[src/rtl/uart_pkg.sv]
// uart_pkg -- constants and helpers shared by the UART transmitter and receiver.
//   PARITY_*      : encoding of the PARITY parameter (none / even / odd)
//   ST_*          : transmitter FSM state encoding
//   clks_per_bit  : system clocks per line bit, integer-truncated
package uart_pkg;

  localparam int PARITY_NONE = 0;
  localparam int PARITY_EVEN = 1;
  localparam int PARITY_ODD  = 2;

  localparam logic [2:0] ST_IDLE   = 3'd0;
  localparam logic [2:0] ST_START  = 3'd1;
  localparam logic [2:0] ST_DATA   = 3'd2;
  localparam logic [2:0] ST_PARITY = 3'd3;
  localparam logic [2:0] ST_STOP   = 3'd4;

  function automatic int clks_per_bit(input int sys_clock, input int baudrate);
    return sys_clock / baudrate;
  endfunction

endpackage

[src/rtl/sync_fifo.sv]
// sync_fifo -- single-clock FIFO with first-word-fall-through read data.
//   i_Clock, i_Reset : clock, asynchronous active-high reset (empties the FIFO)
//   i_Push, i_Data   : write request and word; ignored while full
//   i_Pop            : read request; ignored while empty
//   o_Data           : word at the head of the FIFO (valid when !o_Empty)
//   o_Full, o_Empty  : occupancy flags
//   o_Count          : occupied entries, 0..DEPTH
module sync_fifo #(
  parameter int WIDTH = 8,
  parameter int DEPTH = 16
) (
  input  logic                     i_Clock,
  input  logic                     i_Reset,
  input  logic                     i_Push,
  input  logic [WIDTH-1:0]         i_Data,
  input  logic                     i_Pop,
  output logic [WIDTH-1:0]         o_Data,
  output logic                     o_Full,
  output logic                     o_Empty,
  output logic [$clog2(DEPTH):0]   o_Count
);

  localparam int AW = $clog2(DEPTH);
  localparam logic [AW:0] FULL_COUNT = (AW + 1)'(DEPTH);

  logic [WIDTH-1:0] r_Mem [DEPTH];
  logic [AW-1:0]    r_WrPtr;
  logic [AW-1:0]    r_RdPtr;
  logic [AW:0]      r_Count;
  logic             w_DoPush;
  logic             w_DoPop;

  assign w_DoPush = i_Push && !o_Full;
  assign w_DoPop  = i_Pop && !o_Empty;

  // Pointers are exactly AW bits wide, so incrementing wraps modulo DEPTH.
  // NOTE: sequential state uses non-blocking assignments so every register
  // samples pre-edge values regardless of statement order.
  always_ff @(posedge i_Clock or posedge i_Reset) begin
    if (i_Reset) begin
      r_WrPtr <= '0;
      r_RdPtr <= '0;
      r_Count <= '0;
    end else begin
      if (w_DoPush) r_WrPtr <= r_WrPtr + 1'b1;
      if (w_DoPop)  r_RdPtr <= r_RdPtr + 1'b1;
      case ({w_DoPush, w_DoPop})
        2'b10:   r_Count <= r_Count + 1'b1;
        2'b01:   r_Count <= r_Count - 1'b1;
        default: r_Count <= r_Count;
      endcase
    end
  end

  // NOTE: the storage array has no reset; only the pointers and count need
  // one, and leaving the array unreset lets it map onto plain RAM.
  always_ff @(posedge i_Clock) begin
    if (w_DoPush) r_Mem[r_WrPtr] <= i_Data;
  end

  assign o_Data  = r_Mem[r_RdPtr];
  assign o_Full  = (r_Count == FULL_COUNT);
  assign o_Empty = (r_Count == '0);
  assign o_Count = r_Count;

endmodule

[src/rtl/uart_tx_cfg.sv]
// uart_tx_cfg -- configurable UART transmitter with a TX FIFO.
//   i_SysClock  : system clock (rising edge)
//   i_Reset     : asynchronous active-high reset; aborts any frame, line high
//   i_TxValid   : i_TxData offered this cycle; accepted when o_TxReady=1
//   i_TxData    : DATA_BITS-wide word to send (LSB first)
//   o_TxReady   : FIFO not full
//   o_TxSerial  : serial line, idle high
//   o_TxBusy    : a frame (start..stop) is in progress
//   o_TxDone    : one-cycle pulse on the last cycle of the stop period
//   o_FifoCount : occupied FIFO entries
//   o_Overflow  : one-cycle pulse when an offered word is dropped
module uart_tx_cfg
  import uart_pkg::*;
#(
  parameter int SYS_CLOCK     = 50000000,
  parameter int UART_BAUDRATE = 115200,
  parameter int DATA_BITS     = 8,
  parameter int PARITY        = 0,
  parameter int STOP_BITS     = 1,
  parameter int FIFO_DEPTH    = 16
) (
  input  logic                          i_SysClock,
  input  logic                          i_Reset,
  input  logic                          i_TxValid,
  input  logic [DATA_BITS-1:0]          i_TxData,
  output logic                          o_TxReady,
  output logic                          o_TxSerial,
  output logic                          o_TxBusy,
  output logic                          o_TxDone,
  output logic [$clog2(FIFO_DEPTH):0]   o_FifoCount,
  output logic                          o_Overflow
);

  localparam int CPB = clks_per_bit(SYS_CLOCK, UART_BAUDRATE);
  localparam int CW  = $clog2(STOP_BITS * CPB + 1);
  localparam int BW  = $clog2(DATA_BITS);
  localparam logic [CW-1:0] BIT_LAST  = CW'(CPB - 1);
  localparam logic [CW-1:0] STOP_LAST = CW'(STOP_BITS * CPB - 1);
  localparam logic [BW-1:0] IDX_LAST  = BW'(DATA_BITS - 1);

  logic [2:0]           r_State;
  logic [CW-1:0]        r_ClkCnt;
  logic [BW-1:0]        r_BitIdx;
  logic [DATA_BITS-1:0] r_Shift;
  logic                 r_ParityBit;
  logic                 r_TxSerial;

  logic [DATA_BITS-1:0] w_FifoData;
  logic                 w_Full;
  logic                 w_Empty;
  logic                 w_Pop;
  logic                 w_BitEnd;
  logic                 w_StopEnd;
  logic                 w_ParityCalc;

  sync_fifo #(
    .WIDTH (DATA_BITS),
    .DEPTH (FIFO_DEPTH)
  ) u_fifo (
    .i_Clock (i_SysClock),
    .i_Reset (i_Reset),
    .i_Push  (i_TxValid),
    .i_Data  (i_TxData),
    .i_Pop   (w_Pop),
    .o_Data  (w_FifoData),
    .o_Full  (w_Full),
    .o_Empty (w_Empty),
    .o_Count (o_FifoCount)
  );

  assign w_BitEnd  = (r_ClkCnt == BIT_LAST);
  assign w_StopEnd = (r_ClkCnt == STOP_LAST);

  // A word leaves the FIFO either from idle or on the very last stop cycle,
  // which is what makes back-to-back frames gapless.
  assign w_Pop = !w_Empty &&
                 ((r_State == ST_IDLE) || ((r_State == ST_STOP) && w_StopEnd));

  // Parity is fixed when the word is loaded, so the shift register can be
  // consumed freely during DATA.
  assign w_ParityCalc = (^w_FifoData) ^ (PARITY == PARITY_ODD);

  always_ff @(posedge i_SysClock or posedge i_Reset) begin
    if (i_Reset) begin
      r_State     <= ST_IDLE;
      r_ClkCnt    <= '0;
      r_BitIdx    <= '0;
      r_Shift     <= '0;
      r_ParityBit <= 1'b0;
      r_TxSerial  <= 1'b1;
    end else begin
      case (r_State)
        ST_IDLE: begin
          r_TxSerial <= 1'b1;
        end
        ST_START: begin
          if (w_BitEnd) begin
            r_ClkCnt   <= '0;
            r_BitIdx   <= '0;
            r_State    <= ST_DATA;
            r_TxSerial <= r_Shift[0];
            r_Shift    <= r_Shift >> 1;
          end else begin
            r_ClkCnt <= r_ClkCnt + 1'b1;
          end
        end
        ST_DATA: begin
          if (w_BitEnd) begin
            r_ClkCnt <= '0;
            if (r_BitIdx == IDX_LAST) begin
              if (PARITY != PARITY_NONE) begin
                r_State    <= ST_PARITY;
                r_TxSerial <= r_ParityBit;
              end else begin
                r_State    <= ST_STOP;
                r_TxSerial <= 1'b1;
              end
            end else begin
              r_BitIdx   <= r_BitIdx + 1'b1;
              r_TxSerial <= r_Shift[0];
              r_Shift    <= r_Shift >> 1;
            end
          end else begin
            r_ClkCnt <= r_ClkCnt + 1'b1;
          end
        end
        ST_PARITY: begin
          if (w_BitEnd) begin
            r_ClkCnt   <= '0;
            r_State    <= ST_STOP;
            r_TxSerial <= 1'b1;
          end else begin
            r_ClkCnt <= r_ClkCnt + 1'b1;
          end
        end
        ST_STOP: begin
          if (w_StopEnd) begin
            r_ClkCnt   <= '0;
            r_State    <= ST_IDLE;
            r_TxSerial <= 1'b1;
          end else begin
            r_ClkCnt <= r_ClkCnt + 1'b1;
          end
        end
        default: begin
          r_State    <= ST_IDLE;
          r_ClkCnt   <= '0;
          r_TxSerial <= 1'b1;
        end
      endcase

      // Loading a word overrides the IDLE/STOP assignments above: start the
      // frame on this edge so the start bit appears on the next cycle.
      if (w_Pop) begin
        r_Shift     <= w_FifoData;
        r_ParityBit <= w_ParityCalc;
        r_ClkCnt    <= '0;
        r_State     <= ST_START;
        r_TxSerial  <= 1'b0;
      end
    end
  end

  assign o_TxSerial = r_TxSerial;
  assign o_TxBusy   = (r_State != ST_IDLE);
  assign o_TxDone   = (r_State == ST_STOP) && w_StopEnd;
  assign o_TxReady  = !w_Full;
  assign o_Overflow = i_TxValid && w_Full;

endmodule

[config.mk]
export PLATFORM = sky130hd
export DESIGN_NAME = uart_tx_cfg
export DESIGN_NICKNAME = d
export VERILOG_FILES = /design/src/rtl/uart_pkg.sv /design/src/rtl/sync_fifo.sv /design/src/rtl/uart_tx_cfg.sv
export SDC_FILE = /design/constraint.sdc
export NUM_CORES = 1
export LEC_CHECK = 0
export CELL_PAD_IN_SITES_DETAIL_PLACEMENT = 1
export CELL_PAD_IN_SITES_GLOBAL_PLACEMENT = 1
export CORE_ASPECT_RATIO = 0.9
export CORE_MARGIN = 10
export CORE_UTILIZATION = 56
export CTS_BUF_LIST = sky130_fd_sc_hd__clkbuf_16
export DETAILED_ROUTE_END_ITERATION = 7
export PLACE_DENSITY = 0.8
export RECOVER_POWER = 50
export SETUP_SLACK_MARGIN = 0.3
export SLEW_MARGIN = 0
export SYNTH_ARGS = -nofsm -noshare
export SYNTH_HDL_FRONTEND = slang
export SYNTH_SLANG_ARGS = --single-unit
[constraint.sdc]
create_clock -name i_SysClock -period 7.64 [get_ports i_SysClock]
set_clock_uncertainty 0.05 [all_clocks]
set_input_delay 2.292 -clock i_SysClock [delete_from_list [all_inputs] [get_ports i_SysClock]]
set_output_delay 2.292 -clock i_SysClock [all_outputs]
set_load 0.005 [all_outputs]
==> flow_summary.ini, run 1 <==
[status]
outcome = complete, but fails checks
violations = max-capacitance violations, max-slew violations

[logic_synthesis]
synth_warnings = 0
muxShareOfSynthArea_pct = 12.58
synth_cell_types = 45
ys_ff_latch = 165
ys_seq_area_share_pct = 69.21
syn_nets = 441
synth.avg_cell_area_um2 = 16.53
synth_compound_area_share_pct = 4.520
yosys.area_share.simple_pct = 7.097
netlist_area_um2 = 6893
synth_top_family_by_area = multiplexers
synth-xor-area-share_pct = 2.269
netlist_instances = 417
synth_fa_ha_area_share_pct = 2.360

[cells_and_area]
n_antenna_cell = 0
syn2layout_area_growth_pct = 13.36
drive_above_1_share_pct = 16.63
final_cell_area_um2 = 7814
fill_cells = 1069
multiInputGateArea_um2 = 1991
regArea_um2 = 4772
nets = 468

[die]
die_area_um2 = 17150
fp.dieH_um = 125.3
rows = 38
initial_core_util_pct = 57.30
die_w_um = 136.9
core_um2 = 12030
io_pins = 21

[global_route]
antenna_found_initial = 0
grtUsageTotal_pct = 17.84
grt_pass1_wl_um = 23150
grt_pass1_vias = 4009
grt-ovfl-total = 0
grtUsageMet1_pct = 23.09
grt_most_used_layer = met2
use_met2_pct = 28.95
gr-usage-met3_pct = 4.564
grt_max_degree = 38

[setup_path]
max_stage_delay_ns = 0.51
worst-setup-path-type = in -> out
critPathMaxFanout = 2
reg2reg_setup_slack_ns = 3.79
cp_cell_sequence = clkdlybuf4s50_1 -> and3_1 -> clkdlybuf4s50_1
reg2reg_depth = 13
start_kind = input port
timing.critical_path.buf_inv = 2
cp.depth = 3
cpMaxStageDelayCell = clkdlybuf4s50_1
r2r_end = u_fifo.o_Count[4]
worst_ep_arrival_time_ns = 3.46
cp.required_ns = 5.30
worst_path_most_repeated_cell = clkdlybuf4s50_1
endpoint_kind = primary output
crit_family = buffers and inverters
r2r-start = r_ClkCnt[1]

[clocking]
clkTransAtPathRegs_ns = 0.06
cts.path.max_buffers = 2
clkSinkCount = 165
cts_root_buf = clkbuf_16
postCtsResizedCells = 0
cts_buffers = 17
cts_setup_buffers = 0
clk_latency_ns = 0.42
cts_tree = built
htreeDepth = 4
cts_hold_buf = 0

[power_and_ir_drop]
intPower_uw = 1934
p_seq_share_pct = 44.1
p_clk_share_pct = 29.4
p_comb_share_pct = 26.5
max-vdd-ir-drop_uv = 341.7
p_switching_uw = 848.6
p_per_area_nw_per_um2 = 356.1
p_sw_share_pct = 30.50
total_power_uw = 2782
leakage_uw = 0.002722

[drt]
vias = 3691
drc = 0
firstDrtPassIters = 4
post_drt_wl_per_cell_um = 23.25
ant_nets = 0
drtIter0Drc = 262
via_per_inst = 5.982
wl_um = 14350

[placement]
pre_cts_slack_ns = 1.842
port_buffers = 20
dp_hpwl_um = 9202
dpl_cell_area_um2 = 7257
routabilityCongestion = 0.7657

[timing]
rsz0062_at_grt = no
slew_viol_final = 38
setup_ws_ns = 1.835
tns_ns = 0
fin_crit_ns = 5.805
setup_violations = 0
finalHoldViolCount = 0
fmax_mhz = 172.3
fin_crit_sh_pct = 75.98
hold_slack_ns = 0.4662
worst_pin_slew_ns = 2.034
max_slew_margin_pct = -35.59

[hold_path]
hold_path.class = reg -> reg
min_path_cells = 2
holdCritStartpoint = o_TxSerial
min_to = o_TxSerial

[job]
drv_cap = 1
## power groups by stage
| stage | Clock (uW) | Combinational (uW) | Sequential [uW] |
|---|---|---|---|
| after CTS | 835 | 753 | 1230 |
| after floorplan | 0 | 557 | 1190 |
| after detailed placement | 0 | 741 | 1240 |
| after global placement | 0 | 710 | 1230 |
| final | 818 | 736 | 1230 |
| after global routing | 868 | 815 | 1250 |
## worst reg2reg max path: stages (launching register included)
cell,delay [ns]
dfrtp_1,0.44
inv_1,0.10
ha_1,0.15
and4bb_2,0.24
nand4_1,0.28
a21oi_2,0.22
clkbuf_1,0.75
ha_1,0.45
ha_1,0.34
o31ai_1,0.09
a31oi_1,0.09
nor3b_1,0.26
o21bai_1,0.14
xnor2_1,0.14
## worst max-delay path by stage
stage	from	to	slack (ns)
after floorplan	i_TxValid	o_Overflow	2.85
after detailed placement	i_TxValid	o_Overflow	1.84
after global routing	i_TxValid	o_Overflow	1.78
final	i_TxValid	o_Overflow	1.84
after global placement	i_TxValid	o_Overflow	1.89
after CTS	i_TxValid	o_Overflow	1.82
## cell type report
class	count	share of cell area (%)
well taps	160	2.562
flip-flops and latches	165	61.07
repair buffers	28	3.235
clock inverters	15	1.777
inverters	9	0.4323
clock buffers	17	5.444
multi-input cells	223	25.48
## registers in the layout, summed over array words and instances (netlist names)
register        cells
o_TxSerial          1
r_BitIdx            3
r_ClkCnt            9
r_Shift             8
r_State             3
u_fifo.o_Count      5
u_fifo.r_Mem      128
u_fifo.r_RdPtr      4
u_fifo.r_WrPtr      4
## placed cells by master (no fill, tap or decap), drive strengths merged, types with 8 or more instances in the layout
| cell | n |
|---|---|
| dlygate4sd3 | 8 |
| ha | 13 |
| edfxtp | 128 |
| o21ai | 17 |
| xor2 | 10 |
| dfrtp | 36 |
| a22oi | 15 |
| mux4 | 33 |
| clkdlybuf4s50 | 12 |
| clkbuf | 19 |
| nor2 | 29 |
| nand2 | 31 |
| mux2i | 9 |
| inv | 16 |
## logic make-up (layout without fill, tap and decap cells)
| group | after synthesis | count (layout) |
|---|---|---|
| compound gates | 49 | 49 |
| xor+xnor | 17 | 17 |
| fa+ha+maj | 13 | 13 |
| buf+inv | 29 | 69 |
| flops | 165 | 165 |
| mux | 45 | 45 |
| simple gates | 99 | 99 |
## Yosys cell counts, drive strengths merged
| cell | number | area [um2] |
|---|---|---|
| edfxtp | 128 | 3844 |
| dfrtp | 36 | 900.9 |
| mux4 | 33 | 743.2 |
| nand2 | 31 | 116.4 |
| nor2 | 29 | 108.9 |
| o21ai | 17 | 85.08 |
| a22oi | 15 | 112.6 |
| ha | 13 | 162.7 |
| buf | 11 | 67.57 |
| xor2 | 10 | 87.58 |
| clkbuf | 9 | 33.78 |
| inv | 9 | 33.78 |
| mux2i | 9 | 90.09 |
| xnor2 | 7 | 68.82 |
| a21oi | 5 | 25.02 |
| nand3 | 5 | 25.02 |
| nand4 | 5 | 31.28 |
| nor3 | 5 | 25.02 |
| and3 | 4 | 25.02 |
| nand2b | 4 | 25.02 |
| nor2b | 4 | 25.02 |
| mux2 | 3 | 33.78 |
| nor3b | 3 | 33.78 |
| o22ai | 3 | 18.77 |
| and2 | 2 | 12.51 |
| and4 | 2 | 17.52 |
| o21bai | 2 | 15.01 |
| or3 | 2 | 17.52 |
| a211oi | 1 | 7.510 |
| a21o | 1 | 7.510 |
| a31oi | 1 | 6.260 |
| and4bb | 1 | 12.51 |
| dfstp | 1 | 26.28 |
| nor4 | 1 | 6.260 |
| o21a | 1 | 7.510 |
| o21ba | 1 | 10.01 |
| o22a | 1 | 8.760 |
| o31ai | 1 | 7.510 |
| or4 | 1 | 7.510 |
## stage by stage
| stage | utilization [%] | std cells |
|---|---|---|
| 2_1_floorplan | - | 417 |
| 3_3_place_gp | 60.33 | 585 |
| 5_1_grt | 64.96 | 617 |
| 6_report | 64.96 | 617 |
| 4_1_cts | 65.02 | 617 |
| 3_5_place_dp | 60.33 | 585 |
## metal layers
metal  up-vias  wire length (um)
li1       1661                 -
met1      1949              6196
met2        67              7368
met3        14               625
met4         0               155
met5         -                 0
Power figures use the tool's default switching activity.
==> run 2, diff against run 1 <==
Settings changed: CORE_UTILIZATION 56 to 52, PLACE_DENSITY 0.8 to 0.75.
Clock period 7.64 ns to 5.9 ns, I/O delays scaled along.
==> run 2 against run 1 <==
Effect of this change: the flow still finishes with violations (max-capacitance violations, max-slew violations); hold slack worse by 0.0025 ns; die area up 6.5%; flip-flop and latch count unchanged; setup slack worse by 0.73 ns; final area unchanged; critical endpoint unchanged; non-clock buffer count down 1; sequential power up 32%; largest cell class unchanged; register-to-register slack worse by 1.7 ns; routed wire length up 0.80%; clock power up 30%; largest power group unchanged; final cell count up 0.32%; utilization down 4.1 points.
==> flow_summary.ini, run 2 (synthesized netlist as in run 1, its figures left out) <==
[global_route]
gr-usage-met3_pct = 4.200
grtUsageTotal_pct = 16.93
grt_pass1_wl_um = 23350
grt_pass1_vias = 4017
use_met2_pct = 27.10
grtUsageMet1_pct = 22.55
grt-ovfl-total = 0
grt_most_used_layer = met2
antenna_found_initial = 0
grt_max_degree = 38

[cells_and_area]
multiInputGateArea_um2 = 1996
largest_register_ffs = 128
final_common_cell = edfxtp_1
fill_cells = 1167
regArea_um2 = 4772
top_register = u_fifo.r_Mem
reg.largest.list = u_fifo.r_Mem: 128 flops, r_ClkCnt: 9 flops, r_Shift: 8 flops
drive_above_1_share_pct = 17.14
layout_common_cells = edfxtp_1 (128), dfrtp_1 (35), mux4_2 (33), nand2_1 (31), nor2_1 (29)
n_antenna_cell = 0
nets = 467
final_cell_area_um2 = 7814
fin_cells = 619
syn2layout_area_growth_pct = 13.36

[die]
initial_core_util_pct = 53.71
rows = 39
core_um2 = 12830
fp.dieH_um = 129.2
die_w_um = 141.4
io_pins = 21
die_area_um2 = 18270

[timing]
hold_slack_ns = 0.4637
tns_ns = 0
rsz0062_at_grt = no
worst_pin_slew_ns = 2.059
finalHoldViolCount = 0
slew_viol_final = 38
fin_crit_ns = 4.794
setup_violations = 0
max_slew_margin_pct = -37.23
fin_crit_sh_pct = 81.25
fmax_mhz = 208.6

[hold_path]
hold_path.class = reg -> reg

[setup_path]
worst-setup-path-type = in -> out
worst_ep_arrival_time_ns = 2.97
cp.required_ns = 4.08
endpoint_kind = primary output
critPathMaxFanout = 2
start_kind = input port

[status]
outcome = complete, but fails checks
violations = max-capacitance violations, max-slew violations

[drt]
via_per_inst = 5.895
drtIter0Drc = 334
ant_nets = 0
drc = 0
vias = 3649
firstDrtPassIters = 5
wl_um = 14460
post_drt_wl_per_cell_um = 23.36

[power_and_ir_drop]
max-vdd-ir-drop_uv = 226.3
leakage_uw = 0.002705
total_power_uw = 3607
p_per_area_nw_per_um2 = 461.6

[clocking]
cts_tree = built
cts.path.max_buffers = 2
clkSinkCount = 165
postCtsResizedCells = 0
clk_latency_ns = 0.42
cts_buffers = 17
cts_hold_buf = 0
cts_setup_buffers = 0
cts_root_buf = clkbuf_16
clkTransAtPathRegs_ns = 0.06
htreeDepth = 4

[placement]
routabilityCongestion = 0.7674
port_buffers = 20
dpl_cell_area_um2 = 7259
dp_hpwl_um = 9473
post-place-cells = 588

[job]
drv_cap = 1
run 2: final cells by class:
type                    instances  share of cell area (%)
clock inverters                14                   1.745
repair buffers                 27                   3.139
inverters                       9                  0.4323
multi-input cells             223                   25.54
well taps                     164                   2.626
flip-flops and latches        165                   61.07
clock buffers                  17                   5.444
run 2: path summary, 6_finish.rpt:
path / start / endpoint / slack, ns / depth (start not counted)
setup / recovery: i_TxValid / o_Overflow / 1.11 / 3
hold / removal: o_TxSerial / o_TxSerial / 0.46 / 2
setup reg to reg: r_ClkCnt[1] / u_fifo.o_Count[4] / 2.12 / 13
hold reg to reg: o_TxSerial / o_TxSerial / 0.46 / 2
max in group asynchronous: i_Reset / u_fifo.r_RdPtr[2] / 1.99 / 3
min in group asynchronous: i_Reset / r_ClkCnt[7] / 2.48 / 3
run 2: power by group:
group	switching [uW]	leakage (uW)	total (uW)	internal [uW]
sequential	178	0.00162	1620	1440
clock	443	0.000272	1060	617
combinational	485	0.000814	927	442
run 2: worst max-delay path, stage by stage:
cell,delay [ns]
dlygate4sd3_1,0.54
and3_1,0.15
clkdlybuf4s50_1,0.51
run 2: metal layers:
layer / vias to the layer above / routed length, um / part of all wire (%)
met5: - / 0 / 0
met3: 10 / 801 / 5.5
met1: 1915 / 6345 / 44
met2: 65 / 7192 / 50
met4: 0 / 121 / 0.84
li1: 1659 / - / -
run 2: per-stage QoR:
stage / setup WS (ns) / util [%]
floorplan: 2.158 / -
global placement: 1.196 / 56.57
detailed placement: 1.180 / 56.57
CTS: 1.172 / 60.94
global route: 1.083 / 60.89
finish: 1.106 / 60.89
